--- src/rtl/sigmoid_pkg.sv ---
// sigmoid_pkg
// Shared Q8.8 types and constants for the time-shared sigmoid datapath.
//   q88_t      : 16-bit Q8.8 word (8 integer bits, 8 fraction bits)
//   HALF / ONE : 0.5 and 1.0 in Q8.8
//   shr_zero   : logical right shift that yields zero for shift counts >= 16
package sigmoid_pkg;

    typedef logic [15:0] q88_t;

    localparam q88_t HALF = 16'h0080;
    localparam q88_t ONE  = 16'h0100;

    // The shift count comes from the 8-bit integer part of the operand, so it
    // can reach 255; anything from 16 upward must flush the value to zero.
    function automatic q88_t shr_zero(input q88_t v, input logic [7:0] n);
        return (n >= 8'd16) ? 16'h0000 : (v >> n[3:0]);
    endfunction

endpackage

--- src/rtl/sigmoid_core.sv ---
// sigmoid_core
// Combinational piecewise sigmoid approximation on a Q8.8 operand.
// Ports:
//   x : Q8.8 two's-complement operand
//   y : Q8.8 result in the range 0x0000..0x0100
module sigmoid_core
    import sigmoid_pkg::*;
(
    input  q88_t x,
    output q88_t y
);

    q88_t       x1;
    logic [7:0] n;
    logic [7:0] f;

    always_comb begin
        x1 = x - ONE;
        n  = 8'h00;
        f  = 8'h00;
        y  = 16'h0000;
        if (!x[15]) begin
            n = x[15:8];
            f = x[7:0];
            y = ONE - shr_zero(HALF + {10'b0, f[7:2]}, n);
        end else begin
            // Negative side: bias by -1.0 so the inverted integer part gives
            // the distance from zero as a shift count.
            n = ~x1[15:8];
            f = x1[7:0];
            y = shr_zero(HALF - {10'b0, f[7:2]}, n);
        end
    end

endmodule

--- src/rtl/sigmoid_rr_scheduler.sv ---
// sigmoid_rr_scheduler
// Round-robin front end sharing one sigmoid_core among NUM_REQ requesters.
// An operand register (S1) and a result register (S2) form a two-stage
// valid/ready pipeline; S2 drives the tagged response stream directly.
// Ports:
//   clk, rst_n            : clock, asynchronous active-low reset
//   req_valid/req_data    : per-requester operand offers (Q8.8, 16 bits each)
//   req_ready             : one-hot grant, combinational
//   rsp_valid/rsp_ready   : response handshake
//   rsp_data/rsp_id       : Q8.8 result and originating requester index
//   busy                  : any pipeline stage occupied
//   done_cnt              : delivered responses, saturating at 0xFFFF
module sigmoid_rr_scheduler
    import sigmoid_pkg::*;
#(
    parameter int NUM_REQ = 4,
    parameter int ID_W    = $clog2(NUM_REQ)
) (
    input  logic                  clk,
    input  logic                  rst_n,
    input  logic [NUM_REQ-1:0]    req_valid,
    input  logic [16*NUM_REQ-1:0] req_data,
    output logic [NUM_REQ-1:0]    req_ready,
    output logic                  rsp_valid,
    input  logic                  rsp_ready,
    output logic [15:0]           rsp_data,
    output logic [ID_W-1:0]       rsp_id,
    output logic                  busy,
    output logic [15:0]           done_cnt
);

    q88_t            req_x [NUM_REQ];
    logic [ID_W-1:0] ptr;

    logic            s1_valid;
    q88_t            s1_x;
    logic [ID_W-1:0] s1_id;
    logic            s2_valid;
    q88_t            s2_y;
    logic [ID_W-1:0] s2_id;

    logic            s1_adv;
    logic            s2_adv;
    logic [NUM_REQ-1:0] grant;
    logic [ID_W-1:0] grant_id;
    q88_t            grant_x;
    logic            take;
    q88_t            core_y;
    int              idx;

    for (genvar i = 0; i < NUM_REQ; i++) begin : g_unpack
        assign req_x[i] = req_data[16*i +: 16];
    end

    assign s2_adv = !s2_valid || rsp_ready;
    assign s1_adv = !s1_valid || s2_adv;

    // Rotating priority search starting at ptr; first valid requester wins.
    always_comb begin
        grant    = '0;
        grant_id = '0;
        grant_x  = '0;
        idx      = 0;
        for (int k = 0; k < NUM_REQ; k++) begin
            idx = int'(ptr) + k;
            if (idx >= NUM_REQ) idx = idx - NUM_REQ;
            if (!(|grant) && req_valid[idx]) begin
                grant[idx] = 1'b1;
                grant_id   = ID_W'(idx);
                grant_x    = req_x[idx];
            end
        end
    end

    // No grant while S1 is stuck, and none while reset is held.
    assign req_ready = (s1_adv && rst_n) ? grant : '0;
    assign take      = |req_ready;

    sigmoid_core u_core (
        .x (s1_x),
        .y (core_y)
    );

    // Stage S1: operand register and arbitration pointer
    always_ff @(posedge clk or negedge rst_n) begin
        if (!rst_n) begin
            s1_valid <= 1'b0;
            s1_x     <= '0;
            s1_id    <= '0;
            ptr      <= '0;
        end else begin
            if (s1_adv) begin
                s1_valid <= take;
                if (take) begin
                    s1_x  <= grant_x;
                    s1_id <= grant_id;
                end
            end
            if (take) begin
                ptr <= (grant_id == ID_W'(NUM_REQ - 1)) ? '0 : grant_id + 1'b1;
            end
        end
    end

    // Stage S2: result register driving the response stream
    always_ff @(posedge clk or negedge rst_n) begin
        if (!rst_n) begin
            s2_valid <= 1'b0;
            s2_y     <= '0;
            s2_id    <= '0;
            done_cnt <= '0;
        end else begin
            if (s2_adv) begin
                s2_valid <= s1_valid;
                if (s1_valid) begin
                    s2_y  <= core_y;
                    s2_id <= s1_id;
                end
            end
            if (s2_valid && rsp_ready && (done_cnt != 16'hFFFF)) begin
                done_cnt <= done_cnt + 16'd1;
            end
        end
    end

    assign rsp_valid = s2_valid;
    assign rsp_data  = s2_y;
    assign rsp_id    = s2_id;
    assign busy      = s1_valid || s2_valid;

endmodule

--- config.mk ---
export PLATFORM = sky130hd
export DESIGN_NAME = sigmoid_rr_scheduler
export DESIGN_NICKNAME = d
export VERILOG_FILES = /design/src/rtl/sigmoid_pkg.sv /design/src/rtl/sigmoid_core.sv /design/src/rtl/sigmoid_rr_scheduler.sv
export SDC_FILE = /design/constraint.sdc
export NUM_CORES = 1
export LEC_CHECK = 0
export CORE_ASPECT_RATIO = 1.2
export CORE_MARGIN = 5
export CORE_UTILIZATION = 28
export DETAILED_ROUTE_END_ITERATION = 12
export PLACE_DENSITY = 0.45
export SLEW_MARGIN = 20
export SYNTH_ARGS = -nofsm -noshare
export SYNTH_HDL_FRONTEND = slang
export SYNTH_HIERARCHICAL = 1
export SYNTH_SLANG_ARGS = --single-unit
--- constraint.sdc ---
create_clock -name clk -period 5.99 [get_ports clk]
set_input_delay 1.198 -clock clk [delete_from_list [all_inputs] [get_ports clk]]
set_output_delay 1.198 -clock clk [all_outputs]
set_load 0.005 [all_outputs]
-- Word-level counts from Yosys, hierarchy flattened
Index checks and enable logic that the tools add are counted.
- add/subtract/negate cells: 13
- order comparisons: 18
- equal/unequal tests: 2
- shifts and indexed selects: 2
- muxes and demuxes: 53
- bitwise operators: 8
- reductions and logical operators: 24
- operators by type and width (cell ; number):
    16-bit two-way mux ; 15
    16-bit binary-select mux with 2-bit select ; 4
    32-bit by 1-bit greater-or-equal comparator with 1-bit output (second input constant) ; 4
    32-bit by 3-bit greater-or-equal comparator with 1-bit output (second input constant) ; 4
    32-bit by 4-bit less-than comparator with 1-bit output (second input constant) ; 4
    32-bit two-way mux ; 4
    32-bit NOT ; 4
    16-bit by 4-bit right shift with 16-bit output ; 2
    4-bit two-way mux ; 5
    16-bit by 1-bit adder with 16-bit output (second input constant) ; 1
    8-bit by 5-bit greater-or-equal comparator with 1-bit output (second input constant) ; 2
    16-bit != test (second input constant) ; 1
    4-bit OR reduction ; 4
    16-bit by 9-bit subtractor with 16-bit output (second input constant) ; 1
    9-bit by 16-bit subtractor with 16-bit output (first input constant) ; 1
    1-bit two-way mux ; 12
    4-bit bitwise OR ; 3
    3-bit by 3-bit subtractor with 4-bit output (second input constant) ; 3
    1-bit logical AND ; 10
    2-bit two-way mux ; 5
    8-bit by 6-bit adder with 9-bit output (first input constant) ; 1
    3-bit greater-or-equal comparator (second input constant) ; 3
    8-bit by 6-bit subtractor with 9-bit output (first input constant) ; 1
    1-bit binary-select mux with 2-bit select ; 4
    other kinds (11) ; 22
- register bits after elaboration: 56

-- Logic depth before layout (Yosys ltp)
Gate-level depths: netlist of run 1.
- word-level depth: 22
- gate-level depth with buffers: 17
- mapped depth without buffers: 10

-- Cells and area by module
The synthesis of run 1 kept the hierarchy.
- modules (own cells, without submodules) (module ; instances ; cells each ; area an instance (um2) ; seq. area each (um2)):
    sigmoid_rr_scheduler ; 1 ; 403 ; 4650.7 ; 1401.3
    sigmoid_core ; 1 ; 150 ; 1006.0 ; 0.0

-- Worst setup path after synthesis of run 1
Ideal clock, no wire load.
- kind: reg2out
- start point: register with a tool-made name
- end point: output req_ready[3]
- arrival time: 3940 ps
- required time: 4792 ps
- setup slack: 852 ps
- stages on the path, launching flop included: 16
- buffers on the path: 6
- cell sequence: dfrtp_1 -> buf_6 -> buf_1 -> clkbuf_1 -> inv_1 -> ha_1 -> buf_2 -> mux4_2 -> a21boi_4 -> a221oi_1 -> o211a_1 -> and3_1 -> buf_4 -> buf_2 -> nand2_1 -> a31oi_1
- RTL lines (element ; line ; text):
    end, declared ; sigmoid_rr_scheduler.sv:23 ; output logic [NUM_REQ-1:0] req_ready,

-- Worst setup path in the final report of run 1
- start point: input req_valid[3]
- end point: output req_ready[3]
- longest elaborated chain between the ends: 17
- elaborated cells on any way between the ends: 29
- classes of those cells: mux (17); bitwise (3); reduce/logical (9)
- ends and longest elaborated chain (element ; line ; text):
    start, declared ; sigmoid_rr_scheduler.sv:21 ; input logic [NUM_REQ-1:0] req_valid,
    1-bit binary-select mux with 2-bit select ; sigmoid_rr_scheduler.sv:67 ; if (!(|grant) && req_valid[idx]) begin
    1-bit two-way mux (not written as such) (2 in a row) ; sigmoid_rr_scheduler.sv:67 ;
    4-bit two-way mux ; sigmoid_rr_scheduler.sv:67 ;
    4-bit OR reduction ; sigmoid_rr_scheduler.sv:67 ;
    1-bit zero test ; sigmoid_rr_scheduler.sv:67 ;
    1-bit logical AND ; sigmoid_rr_scheduler.sv:67 ;
    4-bit two-way mux ; sigmoid_rr_scheduler.sv:67 ;
    4-bit OR reduction ; sigmoid_rr_scheduler.sv:67 ;
    1-bit zero test ; sigmoid_rr_scheduler.sv:67 ;
    1-bit logical AND ; sigmoid_rr_scheduler.sv:67 ;
    4-bit two-way mux ; sigmoid_rr_scheduler.sv:67 ;
    4-bit OR reduction ; sigmoid_rr_scheduler.sv:67 ;
    1-bit zero test ; sigmoid_rr_scheduler.sv:67 ;
    1-bit logical AND ; sigmoid_rr_scheduler.sv:67 ;
    4-bit two-way mux * ; sigmoid_rr_scheduler.sv:67 ;
    4-bit two-way mux * ; sigmoid_rr_scheduler.sv:76 ; assign req_ready = (s1_adv && rst_n) ? grant : '0;
Every way passes the cells marked *; elsewhere a longest branch is shown, timed or not. The select of a mux whose other input is x is not followed.

==> results.txt, run 1 <==
----------------------------------------------------
[Power]
  Static leakage ... 2.51 nW
  Internal cell power ... 2.13 mW
  Worst-case vdd ir drop ... 0.354 mV
  Switch Pwr ... 1.80 mW
  Switching power as a share of total power ... 0.458
  Power Dens Cells ... 589 nW/um2
  Share of total power in combinational logic ... 0.742
  Reg power frac ... 0.182
  Clk pwr share ... 0.077

[Logic synthesis]
  Netlist area before placement ... 5350 um2
  Mapped Avg Cell Area ... 10.1 um2
  Post-Synthesis Cells ... 529
  Number of warning messages in the yosys log ... 6

[Min path]
  Cells on Worst Hold Path ... 1
  Worst-case hold path end point ... s1_id[0]
  Worst min-delay path class ... flop to flop
  Min-delay src ... s1_id[0]

[Detailed routing]
  Iter 0 DRT Violations ... 226
  Total via count in the routed design ... 4,602
  Number of design rule violations left after detail routing ... 0
  Initial DRT Pass Iterations ... 5
  Antenna violation net count after detailed routing ... 0
  Via density per instance ... 5.35
  DRT Wirelength ... 14,300 um
  Post-DR wirelength/cell ... 16.7 um

[Clock tree]
  CTS H-tree lvls ... 2
  Post-CTS setup-driven buffer insertion count ... 0
  Post-CTS sizing ... 0
  Clock-pin transition on the worst setup and hold timing paths ... 0.07 ns
  TritonCTS clock tree ... built
  Clock net sink count ... 54
  Clock tree buffer depth ... 2
  Cts bufs inserted ... 5
  Clk Latency, worst-skew pair ... 0.30 ns
  Hold-fix buffers, CTS ... 0
  Clock Root Buffer ... clkbuf_16

[Setup path]
  List of cells traversed by the critical path ... clkdlybuf4s50_1 -> mux4_2 -> a21bo_2 -> a21o_1 -> o21ai_0 -> and3_1 -> nand2_1 -> a31oi_1 -> clkdlybuf4s50_1
  Startpoint types ... input port
  R2R setup slack ... 1.92 ns
  Data arrival time at the worst-slack endpoint ... 4.17 ns
  Cell class contributing the biggest share of worst-path delay ... buffers and inverters
  Slowest cell on the critical path ... mux4_2
  Endpoint of the worst-slack reg-to-reg timing path ... ptr[1]
  Critical path buffer and inverter count ... 2
  Worst r2r src ... ptr[1]
  Nature of the critical path endpoint ... output pin
  Kind of critical path ... input port to output pin
  Maximum fanout encountered on the critical timing path ... 18
  Top cell by count, worst path ... clkdlybuf4s50_1
  Required time at the worst-slack endpoint ... 4.79 ns
  Depth of the worst register-to-register path ... 12
  Critical path's largest stage delay ... 0.71 ns

[Global routing]
  GR Overflow Total ... 0
  Antenna violations before repair ... 0
  Vias in the first global route ... 4,595
  All-layer global routing usage ... 0.130
  Wire length of the first global-routing pass ... 23,800 um
  Largest net degree at the start of global routing ... 58

[Layout]
  Number of nets in the layout ... 689
  Most frequent standard cell in the layout excluding fill and tap cells ... clkdlybuf4s50_1
  Multi-input combinational cell area ... 3680 um2
  Total non-filler cell area in the finished layout ... 6670 um2
  Final design utilization ... 0.354
  Commonest cells after routing, fill and taps aside ... clkdlybuf4s50_1 (101), dfrtp_1 (53), mux2_2 (48)
  Number of fillers in the final layout ... 1,958
  Fraction of layout instances using a drive strength above 1 ... 0.209
  Storage element area ... 1350 um2
  Area Growth Syn to Fin ... 24.6%
  Non-filler cells, final ... 860
  Number of diodes ... 0

[Timing]
  Setup-violating endpoint count in the final report ... 0
  Minimum clock period ... 5.36 ns
  Final hold violations ... 0
  Worst-case hold slack ... 0.500 ns
  Max-Slew Margin vs Limit ... 0.308
  Least-Margin Pin Slew ... 1.04 ns
  Final worst path period share ... 0.896
  Setup repair after global routing missed its margin ... false
  Clock skew after layout ... 0.00652 ns
  Final total negative setup slack ... 0 ns
  Upper clock frequency limit ... 186 MHz
  Pins Over Slew Limit ... 0

[Place]
  Post-placement cell area ... 6510 um2
  Half-perimeter wire length after detailed placement ... 10,900 um
  Count of buffers inserted at the top-level ports ... 102
  Final estimated routing congestion in global placement ... 0.814
  Dpl cells ... 852

[Outcome]
  Status ... completed

[Run]
  Number of maximum-capacitance constraint violations ... 0

[Die]
  Die outline area ... 22,000 um2
  Core region area ... 18,900 um2
  Starting utilization of the core area ... 0.284
  Die height ... 161 um
  Number of placed I/O pins ... 111
  Horizontal extent of the die ... 136 um
  Rows ... 55

----------------------------------------------------
power by group through the flow:
| stage | sequential [mW] | clock, mW | combinational [mW] |
|---|---|---|---|
| 2_1_floorplan | 0.638 | 0 | 2.30 |
| 3_3_place_gp | 0.720 | 0 | 2.88 |
| 3_5_place_dp | 0.726 | 0 | 2.92 |
| 4_1_cts | 0.718 | 0.316 | 2.93 |
| 5_1_grt | 0.749 | 0.332 | 3.21 |
| 6_report | 0.713 | 0.302 | 2.91 |
how the worst max path moves through the flow:
stage                               to  depth (start not counted)         start
after CTS                 req_ready[3]                          9  req_valid[3]
after floorplan           req_ready[3]                         15          flop
after detailed placement  req_ready[3]                          9  req_valid[3]
after global placement    req_ready[3]                          9  req_valid[3]
final                     req_ready[3]                          9  req_valid[3]
after global routing      req_ready[0]                          9  req_valid[3]
layout make-up:
cell class | count | area share
multi-input cells | 415 | 0.553
flip-flops and latches | 54 | 0.203
repair buffers | 114 | 0.166
well taps | 256 | 0.0480
clock buffers | 5 | 0.0188
inverters | 13 | 0.00732
clock inverters | 3 | 0.00432
metrics by stage:
| step | setup slack [ns] | total power, mW |
|---|---|---|
| after global placement | 0.662 | 3.60 |
| final | 0.625 | 3.93 |
| after detailed placement | 0.622 | 3.65 |
| after global routing | 0.504 | 4.29 |
| after CTS | 0.622 | 3.97 |
| after floorplan | 1.03 | 2.93 |
layer usage:
metal	track usage	vias up	wire length, um
li1	-	2177	-
met1	0.177	2275	6370
met2	0.222	143	7120
met3	0.0156	7	715
met4	0.0238	0	107
met5	0	-	0
flip-flops by register name (all words and copies together), names as in the netlist, named ones only:
signal     cells
done_cnt      16
rsp_data      16
s1_x          14
rsp_id         2
s1_id          2
ptr            1
rsp_valid      1
s1_valid       1
(Power assumes the default switching activity.)
==> run 2, diff against run 1 <==
--- a/config.mk
+++ b/config.mk
@@ -5,13 +5,13 @@
 export SDC_FILE = /design/constraint.sdc
 export NUM_CORES = 1
 export LEC_CHECK = 0
+export CAP_MARGIN = 20
 export CORE_ASPECT_RATIO = 1.2
 export CORE_MARGIN = 5
 export CORE_UTILIZATION = 28
 export DETAILED_ROUTE_END_ITERATION = 12
-export PLACE_DENSITY = 0.45
+export PLACE_DENSITY = 0.46
 export SLEW_MARGIN = 20
 export SYNTH_ARGS = -nofsm -noshare
 export SYNTH_HDL_FRONTEND = slang
-export SYNTH_HIERARCHICAL = 1
 export SYNTH_SLANG_ARGS = --single-unit
==> run 2 against run 1 <==
  * Clock skew fell by 0.0047 ns
  * Die area is 8.5% lower
  * Sequential share of layout area down 0.92 points
  * Register-to-register slack worse by 0.26 ns
  * Combinational power down 8.2%
  * Utilization increased by 0.51 points
  * First-iteration DRC count shrank 9.7%
  * Non-clock buffer count shrank 12
  * Final cell count is 5.2% lower
  * Largest cell class unchanged
  * Count of clock-buffer cells in the layout rose by 1
==> results.txt, run 2 <==
----------------------------------------------------
[Die]
  Horizontal extent of the die ... 130 um (was 136 um)
  Die outline area ... 20,100 um2 (was 22,000 um2)
  Starting utilization of the core area ... 0.287 (was 0.284)
  Number of placed I/O pins ... 111 (unchanged)
  Rows ... 52 (was 55)
  Die height ... 154 um (was 161 um)
  Core region area ... 17,000 um2 (was 18,900 um2)

[Clock tree]
  Post-CTS setup-driven buffer insertion count ... 0 (unchanged)
  Clk Latency, worst-skew pair ... 0.29 ns (was 0.30 ns)
  Post-CTS sizing ... 0 (unchanged)
  CTS H-tree lvls ... 2 (unchanged)
  Clock Root Buffer ... clkbuf_16 (unchanged)
  TritonCTS clock tree ... built (unchanged)
  Clock-pin transition on the worst setup and hold timing paths ... 0.07 ns (about the same)
  Clock tree buffer depth ... 2 (unchanged)
  Hold-fix buffers, CTS ... 0 (unchanged)
  Clock net sink count ... 47 (was 54)
  Cts bufs inserted ... 5 (unchanged)

[Logic synthesis]
  Commonest register cell after synthesis ... dfrtp_1
  Sequential share of the synthesized area ... 0.242
  Count of distinct cell types in the synthesized netlist ... 66
  Most frequent cell after synthesis ... nand2_1
  Mapped Avg Cell Area ... 9.17 um2 (was 10.1 um2)
  Post-Synthesis Cells ... 531 (was 529)
  Share of the synthesized area in the top cell type ... 0.242
  Flip-flop and latch count after synthesis ... 47
  Share of flip-flops with an asynchronous set or reset after synthesis ... 1.00
  Post-synth top cells ... nand2_1 (56), mux2i_1 (50), dfrtp_1 (47), nor2_1 (46), mux4_2 (30)
  Largest cells by area after synthesis ... dfrtp_1 (24%), mux4_2 (14%), mux2i_1 (10%), nand2_1 (4.3%), ha_1 (3.9%)
  Post-synth EDFFs ... 0
  Number of warning messages in the yosys log ... 0 (was 6)
  Biggest area consumer among synthesized cells ... dfrtp_1
  Netlist area before placement ... 4870 um2 (was 5350 um2)

[Timing]
  Final total negative setup slack ... 0 ns (unchanged)
  Upper clock frequency limit ... 180 MHz (was 186 MHz)
  Max-Slew Margin vs Limit ... 0.348 (was 0.308)
  Worst-case hold slack ... 0.482 ns (was 0.500 ns)
  Setup-violating endpoint count in the final report ... 0 (unchanged)
  Final hold violations ... 0 (unchanged)
  Clock skew after layout ... 0.00184 ns (was 0.00652 ns)
  Least-Margin Pin Slew ... 0.978 ns (was 1.04 ns)
  Final worst path period share ... 0.929 (was 0.896)
  Setup repair after global routing missed its margin ... false (unchanged)
  Pins Over Slew Limit ... 0 (unchanged)
  Minimum clock period ... 5.56 ns (was 5.36 ns)

[Layout]
  Number of nets in the layout ... 684 (was 689)
  Fraction of layout instances using a drive strength above 1 ... 0.0985 (was 0.209)
  Total non-filler cell area in the finished layout ... 6090 um2 (was 6670 um2)
  Biggest register ... done_cnt
  Most frequent standard cell in the layout excluding fill and tap cells ... clkdlybuf4s50_1 (unchanged)
  Commonest cells after routing, fill and taps aside ... clkdlybuf4s50_1 (94), nand2_1 (56), mux2i_1 (50) (was clkdlybuf4s50_1 (101), dfrtp_1 (53), mux2_2 (48))
  Area Growth Syn to Fin ... 25.1% (was 24.6%)
  Number of diodes ... 0 (unchanged)
  Non-filler cells, final ... 815 (was 860)
  Flip-flop count of the largest register after layout ... 16

[Detailed routing]
  Initial DRT Pass Iterations ... 4 (was 5)
  DRT Wirelength ... 13,600 um (was 14,300 um)
  Via density per instance ... 5.40 (was 5.35)
  Post-DR wirelength/cell ... 16.7 um (about the same)
  Iter 0 DRT Violations ... 204 (was 226)
  Number of design rule violations left after detail routing ... 0 (unchanged)
  Total via count in the routed design ... 4,404 (was 4,602)
  Antenna violation net count after detailed routing ... 0 (unchanged)

[Setup path]
  Nature of the critical path endpoint ... output pin (unchanged)
  Data arrival time at the worst-slack endpoint ... 4.37 ns (was 4.17 ns)
  Required time at the worst-slack endpoint ... 4.79 ns (about the same)
  Cell class contributing the biggest share of worst-path delay ... compound AO/OA/AOI/OAI gates (was buffers and inverters)
  Maximum fanout encountered on the critical timing path ... 17 (was 18)
  Startpoint types ... input port (unchanged)
  Critical path's largest stage delay ... 0.70 ns (was 0.71 ns)
  Critical path buffer and inverter count ... 2 (unchanged)
  List of cells traversed by the critical path ... clkdlybuf4s50_1 -> mux4_2 -> a21bo_1 -> o211a_1 -> a21oi_4 -> a41oi_1 -> nor2_1 -> clkdlybuf4s50_1 (was clkdlybuf4s50_1 -> mux4_2 -> a21bo_2 -> a21o_1 -> o21ai_0 -> and3_1 -> nand2_1 -> a31oi_1 -> clkdlybuf4s50_1)
  Slowest cell on the critical path ... mux4_2 (unchanged)
  Kind of critical path ... input port to output pin (unchanged)
  Top cell by count, worst path ... clkdlybuf4s50_1 (unchanged)

[Place]
  Half-perimeter wire length after detailed placement ... 10,600 um (was 10,900 um)
  Post-placement cell area ... 5910 um2 (was 6510 um2)
  Count of buffers inserted at the top-level ports ... 95 (was 102)
  Dpl cells ... 807 (was 852)
  Final estimated routing congestion in global placement ... 0.817 (was 0.814)

[Global routing]
  Antenna violations before repair ... 0 (unchanged)
  Vias in the first global route ... 4,266 (was 4,595)
  All-layer global routing usage ... 0.133 (was 0.130)
  Largest net degree at the start of global routing ... 61 (was 58)
  GR Overflow Total ... 0 (unchanged)
  Wire length of the first global-routing pass ... 22,300 um (was 23,800 um)

[Run]
  Number of maximum-capacitance constraint violations ... 0 (unchanged)

[Power]
  Power Dens Cells ... 599 nW/um2 (was 589 nW/um2)
  Static leakage ... 2.36 nW (was 2.51 nW)
  Worst-case vdd ir drop ... 0.538 mV (was 0.354 mV)

[Min path]
  Worst min-delay path class ... flop to flop (unchanged)

[Outcome]
  Status ... completed (unchanged)

----------------------------------------------------
-- run 2: kinds of logic after synthesis --
group / after synthesis / synth area share
flip-flops: 47 / 0.242
AO/OA/AOI/OAI: 115 / 0.175
XOR/XNOR: 26 / 0.0468
other: 1 / 0.000770
adder cells (fa/ha/maj): 15 / 0.0386
buffers and inverters: 58 / 0.0591
multiplexers: 85 / 0.256
AND/OR/NAND/NOR: 184 / 0.183
-- run 2: final cells by class --
| type | instances | area (um2) |
|---|---|---|
| Clock inverter | 2 | 38.8 |
| Multi-Input combinational cell | 432 | 3430 |
| Tap cell | 216 | 270 |
| Inverter | 10 | 37.5 |
| Clock buffer | 6 | 139 |
| Sequential cell | 47 | 1180 |
| Timing Repair Buffer | 102 | 998 |
| Fill cell | 1722 | 10900 |
-- run 2: per-layer routing --
layer  vias up  GRT usage  share of wire  wire, um
met4         0     0.0235         0.0079       108
met1      2139      0.187           0.47      6350
met5         -          0              0         0
li1       2141          -              -         -
met2       117      0.220           0.47      6450
met3         7     0.0210          0.050       686
-- run 2: per-stage QoR --
step | total power [mW] | utilization | worst slack [ns]
6_report | 3.65 | 0.359 | 0.425
5_1_grt | 4.00 | 0.359 | 0.277
4_1_cts | 3.68 | 0.359 | 0.435
3_5_place_dp | 3.34 | 0.348 | 0.443
3_3_place_gp | 3.31 | 0.348 | 0.473
2_1_floorplan | 2.71 | - | 0.677
-- run 2: worst min-delay path: stages (launching register included) --
cell and delay (ns):
dfrtp_1 0.34, nand2_1 0.04, o21ai_0 0.06
-- run 2: path summary, 6_finish.rpt --
kind                              start            to  slack [ns]  cells past startpoint
max                        req_valid[3]  req_ready[2]        0.43                      8
min                         rsp_data[6]   rsp_data[6]        0.48                      2
max reg2reg                      ptr[1]      s1_id[1]        1.66                      9
min reg2reg                 rsp_data[6]   rsp_data[6]        0.48                      2
max in group asynchronous         rst_n     async pin        4.46                      2
min in group asynchronous         rst_n   rsp_data[1]        1.05                      2
-- run 2: power breakdown --
group / internal (mW) / total [mW] / leakage [nW] / switching (mW)
combinational: 1.22 / 2.67 / 1.70 / 1.45
sequential: 0.454 / 0.645 / 0.574 / 0.191
clock: 0.210 / 0.334 / 0.0875 / 0.124
==> run 3, diff against run 2 <==
--- a/config.mk
+++ b/config.mk
@@ -10,6 +10,7 @@
 export CORE_MARGIN = 5
 export CORE_UTILIZATION = 28
 export DETAILED_ROUTE_END_ITERATION = 12
+export HOLD_SLACK_MARGIN = 0.03
 export PLACE_DENSITY = 0.46
 export SLEW_MARGIN = 20
 export SYNTH_ARGS = -nofsm -noshare
==> results of run 3 <==
No change in the layout: final DEF, timing and power equal those of run 2.
